**src/rtl/key_pkg.sv**
```systemverilog
// key_pkg: HID keycodes, default key table and key index names for the tracker
package key_pkg;
  localparam logic [7:0] KC_W        = 8'h1A;
  localparam logic [7:0] KC_A        = 8'h04;
  localparam logic [7:0] KC_S        = 8'h16;
  localparam logic [7:0] KC_D        = 8'h07;
  localparam logic [7:0] KC_E        = 8'h08;
  localparam logic [7:0] KC_SPACE    = 8'h2C;
  localparam logic [7:0] KC_UP       = 8'h52;
  localparam logic [7:0] KC_DOWN     = 8'h51;
  localparam logic [7:0] KC_RIGHT    = 8'h4F;
  localparam logic [7:0] KC_LEFT     = 8'h50;
  localparam logic [7:0] KC_ROLLOVER = 8'h01;
  localparam logic [9:0][7:0] DEFAULT_KEYS = {KC_LEFT, KC_RIGHT, KC_DOWN, KC_UP, KC_SPACE,
                                              KC_E, KC_D, KC_S, KC_A, KC_W};
  typedef enum logic [3:0] {
    K_W, K_A, K_S, K_D, K_E, K_SPACE, K_UP, K_DOWN, K_RIGHT, K_LEFT
  } key_idx_e;
endpackage

```
**src/rtl/key_event_tracker_if.sv**
```systemverilog
// key_event_tracker_if: keycode report in, per-key levels and event pulses out
interface key_event_tracker_if #(
  parameter int SLOTS = 4,
  parameter int NKEYS = 10
);
  localparam int IW = NKEYS > 1 ? $clog2(NKEYS) : 1;
  logic [8*SLOTS-1:0] keycode_i;
  logic               sample_en_i;
  logic [NKEYS-1:0]   held_o;
  logic [NKEYS-1:0]   press_o;
  logic [NKEYS-1:0]   release_o;
  logic [NKEYS-1:0]   rpt_o;
  logic               any_press_o;
  logic [IW-1:0]      first_idx_o;
  logic               rollover_o;
  modport master (
    output keycode_i, sample_en_i,
    input  held_o, press_o, release_o, rpt_o, any_press_o, first_idx_o, rollover_o
  );
  modport slave (
    input  keycode_i, sample_en_i,
    output held_o, press_o, release_o, rpt_o, any_press_o, first_idx_o, rollover_o
  );
endinterface

```
**src/rtl/key_repeat_timer.sv**
```systemverilog
// key_repeat_timer: one key's auto-repeat counter, pulsing rpt every PERIOD samples after DELAY
module key_repeat_timer #(
  parameter int REPEAT_DELAY  = 30,
  parameter int REPEAT_PERIOD = 6
) (
  input  logic clk,
  input  logic rst,
  input  logic sample_i,
  input  logic match_i,
  input  logic held_i,
  output logic rpt_o
);
  localparam int CW = REPEAT_DELAY > 0 ? $clog2(REPEAT_DELAY + 1) : 1;
  localparam bit EN = REPEAT_DELAY != 0;
  localparam logic [CW-1:0] LAST = CW'(REPEAT_DELAY - 1);
  localparam logic [CW-1:0] RELOAD = CW'(REPEAT_DELAY > REPEAT_PERIOD ? REPEAT_DELAY - REPEAT_PERIOD : 0);
  logic [CW-1:0] cnt_q, cnt_d;
  logic          rpt_q, rpt_d;
  // a press sample (match without prior held) or a release both restart the count
  always_comb begin
    cnt_d = cnt_q;
    rpt_d = 1'b0;
    if (sample_i) begin
      if (!match_i || !held_i) cnt_d = '0;
      else if (EN && cnt_q == LAST) begin
        cnt_d = RELOAD;
        rpt_d = 1'b1;
      end else cnt_d = (cnt_q == '1) ? cnt_q : cnt_q + 1'b1;
    end
  end
  always_ff @(posedge clk) begin
    if (rst) begin
      cnt_q <= '0;
      rpt_q <= 1'b0;
    end else begin
      cnt_q <= cnt_d;
      rpt_q <= rpt_d;
    end
  end
  assign rpt_o = rpt_q;
endmodule

```
**src/rtl/key_event_tracker.sv**
```systemverilog
// key_event_tracker: matches HID report slots against a key table, producing held levels and event pulses
module key_event_tracker
  import key_pkg::*;
#(
  parameter int SLOTS = 4,
  parameter int NKEYS = 10,
  parameter logic [NKEYS-1:0][7:0] KEY_TABLE = DEFAULT_KEYS,
  parameter int REPEAT_DELAY  = 30,
  parameter int REPEAT_PERIOD = 6
) (
  input logic clk,
  input logic rst,
  key_event_tracker_if.slave bus
);
  localparam int IW = NKEYS > 1 ? $clog2(NKEYS) : 1;
  logic [NKEYS-1:0] match, rpt;
  logic [NKEYS-1:0] held_q, held_d, press_q, press_d, release_q, release_d;
  logic             roll, valid, rollover_q, rollover_d;
  logic [IW-1:0]    first_idx;
  always_comb begin
    match = '0;
    roll  = 1'b1;
    for (int k = 0; k < SLOTS; k++) roll = roll & (bus.keycode_i[8*k +: 8] == KC_ROLLOVER);
    for (int i = 0; i < NKEYS; i++)
      for (int k = 0; k < SLOTS; k++)
        if (KEY_TABLE[i] != 8'h00 && bus.keycode_i[8*k +: 8] == KEY_TABLE[i]) match[i] = 1'b1;
  end
  assign valid      = bus.sample_en_i & ~roll;
  assign held_d     = valid ? match : held_q;
  assign press_d    = valid ? match & ~held_q : '0;
  assign release_d  = valid ? ~match & held_q : '0;
  assign rollover_d = bus.sample_en_i ? roll : rollover_q;
  always_ff @(posedge clk) begin
    if (rst) begin
      held_q     <= '0;
      press_q    <= '0;
      release_q  <= '0;
      rollover_q <= 1'b0;
    end else begin
      held_q     <= held_d;
      press_q    <= press_d;
      release_q  <= release_d;
      rollover_q <= rollover_d;
    end
  end
  for (genvar g = 0; g < NKEYS; g++) begin : g_rpt
    key_repeat_timer #(
      .REPEAT_DELAY (REPEAT_DELAY),
      .REPEAT_PERIOD(REPEAT_PERIOD)
    ) u_timer (
      .clk     (clk),
      .rst     (rst),
      .sample_i(valid),
      .match_i (match[g]),
      .held_i  (held_q[g]),
      .rpt_o   (rpt[g])
    );
  end
  always_comb begin
    first_idx = '0;
    for (int i = NKEYS - 1; i >= 0; i--) if (press_q[i]) first_idx = IW'(i);
  end
  assign bus.held_o      = held_q;
  assign bus.press_o     = press_q;
  assign bus.release_o   = release_q;
  assign bus.rpt_o       = rpt;
  assign bus.any_press_o = |press_q;
  assign bus.first_idx_o = first_idx;
  assign bus.rollover_o  = rollover_q;
endmodule

```
**src/flat_wrapper.sv**
```systemverilog
// flat-port wrapper written by rule: the top's interface ports become plain ports
module key_event_tracker_flat import key_pkg::*;
#(
  parameter int SLOTS = 4,
  parameter int NKEYS = 10,
  parameter logic [NKEYS-1:0][7:0] KEY_TABLE = DEFAULT_KEYS,
  parameter int REPEAT_DELAY  = 30,
  parameter int REPEAT_PERIOD = 6
)
  (clk, rst, bus_keycode_i, bus_sample_en_i, bus_held_o, bus_press_o, bus_release_o, bus_rpt_o, bus_any_press_o, bus_first_idx_o, bus_rollover_o);
  key_event_tracker_if #(.SLOTS(SLOTS), .NKEYS(NKEYS)) bus_i ();
  input logic clk;
  input logic rst;
  input wire logic [$bits(bus_i.keycode_i)-1:0] bus_keycode_i;
  input wire logic [$bits(bus_i.sample_en_i)-1:0] bus_sample_en_i;
  output wire logic [$bits(bus_i.held_o)-1:0] bus_held_o;
  output wire logic [$bits(bus_i.press_o)-1:0] bus_press_o;
  output wire logic [$bits(bus_i.release_o)-1:0] bus_release_o;
  output wire logic [$bits(bus_i.rpt_o)-1:0] bus_rpt_o;
  output wire logic [$bits(bus_i.any_press_o)-1:0] bus_any_press_o;
  output wire logic [$bits(bus_i.first_idx_o)-1:0] bus_first_idx_o;
  output wire logic [$bits(bus_i.rollover_o)-1:0] bus_rollover_o;
  assign bus_i.keycode_i = bus_keycode_i;
  assign bus_i.sample_en_i = bus_sample_en_i;
  assign bus_held_o = bus_i.held_o;
  assign bus_press_o = bus_i.press_o;
  assign bus_release_o = bus_i.release_o;
  assign bus_rpt_o = bus_i.rpt_o;
  assign bus_any_press_o = bus_i.any_press_o;
  assign bus_first_idx_o = bus_i.first_idx_o;
  assign bus_rollover_o = bus_i.rollover_o;
  key_event_tracker #(.SLOTS(SLOTS), .NKEYS(NKEYS), .KEY_TABLE(KEY_TABLE), .REPEAT_DELAY(REPEAT_DELAY), .REPEAT_PERIOD(REPEAT_PERIOD)) u_core (.clk(clk), .rst(rst), .bus(bus_i));
endmodule
```
**config.mk**
```make
export PLATFORM = sky130hd
export DESIGN_NAME = key_event_tracker_flat
export DESIGN_NICKNAME = d
export VERILOG_FILES = /design/src/rtl/key_pkg.sv /design/src/rtl/key_event_tracker_if.sv /design/src/rtl/key_repeat_timer.sv /design/src/rtl/key_event_tracker.sv /design/src/flat_wrapper.sv
export SDC_FILE = /design/constraint.sdc
export NUM_CORES = 1
export LEC_CHECK = 0
export CAP_MARGIN = 10
export CELL_PAD_IN_SITES_DETAIL_PLACEMENT = 2
export CELL_PAD_IN_SITES_GLOBAL_PLACEMENT = 2
export CORE_MARGIN = 10
export CORE_UTILIZATION = 32
export CTS_CLUSTER_SIZE = 40
export DETAILED_ROUTE_END_ITERATION = 12
export PLACE_DENSITY = 0.76
export SYNTH_ARGS = -nofsm -noshare
export SYNTH_HDL_FRONTEND = slang
export SYNTH_SLANG_ARGS = --single-unit
export TNS_END_PERCENT = 50
```
**constraint.sdc**
```tcl
create_clock -name clk -period 3.3 [get_ports clk]
set_clock_uncertainty 0.05 [all_clocks]
set_input_delay 0.99 -clock clk [delete_from_list [all_inputs] [get_ports clk]]
set_output_delay 0.99 -clock clk [all_outputs]
set_load 0.02 [all_outputs]
```
==> flow_summary.toml <==
[synthesis]
synthXorXnorAreaFrac_pct = 0.341
synth_nets = 667
synth_top_family_by_area = "simple AND/OR/NAND/NOR gates"
dominantRegCellSynth = "dfxtp_1"
synth-seq-area-share_pct = 35.4
synth_edf_count = 0
yosysTopAreaCellShare_pct = 35.4
synth_fa_ha_area_share_pct = 7.30
synth_simple_gate_area_share_pct = 33.6
netlist_top_cells_area = "dfxtp_1 35%, ha_1 7.3%, and3_1 3.8%"
postSynthRegisterBits = 91
postSynth.asyncResetShare_pct = 0
muxShareOfSynthArea_pct = 0.389
synth_compound_area_share_pct = 16.3
yosysWarnings = 0
synthTopCellsByCount = "91 x dfxtp_1, 41 x nor2_1, 35 x nand2_1"
synth_cell_types = 67
syn_inst = 602
syn-mean-instance-area_um2 = 8.54
synth_area_um2 = 5140
yosys.area.top_type = "dfxtp_1"
synth.most_common_cell = "dfxtp_1"

[worst_hold_path]
hold_start = "u_core.bus.rollover_o$_SDFFE_PP0P_"
hold_path.class = "reg -> reg"

[clock_tree]
cts_root_buffer = "clkbuf_16"
cts_buffer_depth = 2
hold_buffers = 0
tritoncts = "built"
clkTransAtPathRegs_ps = 60
cts.sinks = 91
clock_latency_ps = 360
numCtsBuffers = 9
cts_max_level = 3

[finish]
drive_gt1_share_pct = 15.4
finalCoreUtilization_pct = 43.7
multiInputGateArea_um2 = 3010
fin_area_um2 = 6920
syn2layout_area_growth_pct = 34.4
fin_cells = 953
fill_cells = 1773
num-nets-final = 796
seqCellArea_um2 = 1820

[route]
vias = 5290
drt_iter0_markers = 262
via_per_inst = 5.55
remaining_drc_errors = 0
drtPass1Iterations = 4
wirelength_mm = 20.3
ant_nets = 0
routedWlPerCell_um = 21.3

[power_and_ir_drop]
ir_drop_mv = 0.240
p_switching_mw = 0.657
p_leak_nw = 2.62
p_int_mw = 1.93
combPwrFrac_pct = 11.0
power_mw = 2.59
p_per_area_nw_per_um2 = 374
p_seq_share_pct = 43.6
switching_share_pct = 25.4
p_clk_share_pct = 45.4

[sta]
fin_ws_ps = 63.6
hold_violations = 0
max-slew-margin-rel_pct = 51.6
post-route-min-period_ps = 3240
setup_viol = 0
fin_setup_tns_ps = 0
worstMarginPinSlew_ps = 726
finalCritPeriodShare_pct = 98.1
hold_ws_ps = 423
fmax_ghz = 0.309
slew_viol_final = 0
grt_setup_unrepaired = "false"

[global_routing]
antenna_found_initial = 0
grt-ovfl-total = 0
grt_pass1_vias = 5881
grt_pass1_wl_mm = 32.5
grt_max_degree = 37
grt_use_total_pct = 18.6

[status]
run_status = "finished clean"

[floorplan]
io-pin-count = 81
die_w_um = 147
fp.dieArea_um2 = 21500
rows = 46
die_h_um = 147
start_util_pct = 32.5
core_um2 = 15800

[place]
placed_area_um2 = 6560
portBuffers = 80
dp.cells = 936
dp_slack_ps = -432
dp_hpwl_mm = 15.6
globalplace.congestion = 0.871

[job]
maxCapViolCount = 0

[worst_setup_path]
critPathCaptureType = "register"
worstPathRequired_ps = 3530
critical_path_class = "in -> reg"
reg2reg_from = "u_core.g_rpt[3].u_timer.cnt_q[0]$_SDFFE_PP0P_"
start_kind = "input pin"
arrival_ps = 3460
worstPathMaxFanout = 6
critPathLaunch = "bus_keycode_i[29]"
## final cells by class
type	instances	area share (%)
antenna	1	0.0362
clock buffer	11	3.51
clock inverter	5	1.21
sequential	91	26.3
tap	216	3.91
timing repair buffer	155	20.0
multi-input combinational	448	43.6
inverter	26	1.41
## logic make-up (layout without fill, tap and decap cells)
kind of cell,Yosys count,after routing
AO/OA/AOI/OAI,118,118
XOR/XNOR,2,2
adder cells (fa/ha/maj),30,30
buffers and inverters,63,197
flip-flops,91,91
multiplexers,2,2
other,0,1
AND/OR/NAND/NOR,296,296
## state kept, by name (all words and copies together) (netlist names)
name and count:
u_core.bus.held_o 10, u_core.bus.press_o 10, u_core.bus.release_o 10, u_core.bus.rollover_o 1
u_core.g_rpt.u_timer.cnt_q 50, u_core.g_rpt.u_timer.rpt_o 10
## critical path, cell delays in order
cell             delay (ps)
clkdlybuf4s50_1         460
buf_4                   170
nor4bb_1                520
buf_4                   210
nand3_1                 120
a31oi_1                 310
a31oi_1                 280
nor3b_1                 250
o21bai_1                140
## cell usage in the layout (no fill, tap or decap), types with 3 or more instances in the layout
master	netlist	routed
a32oi_1	5	5
nor4b_1	14	13
o41ai_1	4	3
and3_1	31	31
ha_1	30	30
clkbuf_16	0	9
a21oi_2	1	3
a211oi_1	15	15
nand3b_1	10	10
and2_1	5	5
buf_4	21	73
a31oi_1	12	12
nand2_1	35	35
nand4b_1	5	5
nor2_1	41	40
inv_1	26	26
a31o_2	3	3
a22oi_1	3	3
o32ai_1	4	4
o21ai_0	14	14
nand4_1	20	20
nand3_1	33	33
nor3_1	28	28
o21bai_1	3	3
a21oi_1	25	23
nor4bb_1	5	5
clkdlybuf4s50_1	0	79
nor4_1	13	13
nor2b_1	13	13
nand2b_1	22	22
dfxtp_1	91	91
and4_1	5	5
## timing repair
item / CTS / global route
gates cloned: 0 / 0
resized for setup: 2 / 4
buffers inserted: 0 / 0
setup endpoints to repair: 3 / 5
## power by group through the flow
stage | logic [mW] | clock network (mW) | registers, mW
floorplan | 0.115 | 0 | 1.15
global placement | 0.268 | 0 | 1.15
detailed placement | 0.280 | 0 | 1.15
CTS | 0.285 | 1.19 | 1.13
global route | 0.308 | 1.23 | 1.13
finish | 0.285 | 1.17 | 1.13
## path summary, 6_finish.rpt
check | endpoint | slack, ps | cells after the start
max | u_core.g_rpt[6].u_timer.cnt_q[0]$_SDFFE_PP0P_ | 60 | 9
max reg2reg | u_core.g_rpt[3].u_timer.cnt_q[1]$_SDFFE_PP0P_ | 1370 | 7
min | u_core.bus.rollover_o$_SDFFE_PP0P_ | 420 | 1
min reg2reg | u_core.bus.rollover_o$_SDFFE_PP0P_ | 420 | 1
## routing by layer
metal / vias up / routed length (um) / GRT usage (%)
li1: 2516 / - / -
met1: 2671 / 8570 / 20.9
met2: 83 / 10800 / 35.0
met3: 20 / 674 / 3.32
met4: 0 / 327 / 4.90
met5: - / 0 / 0
Power figures use the tool's default switching activity.
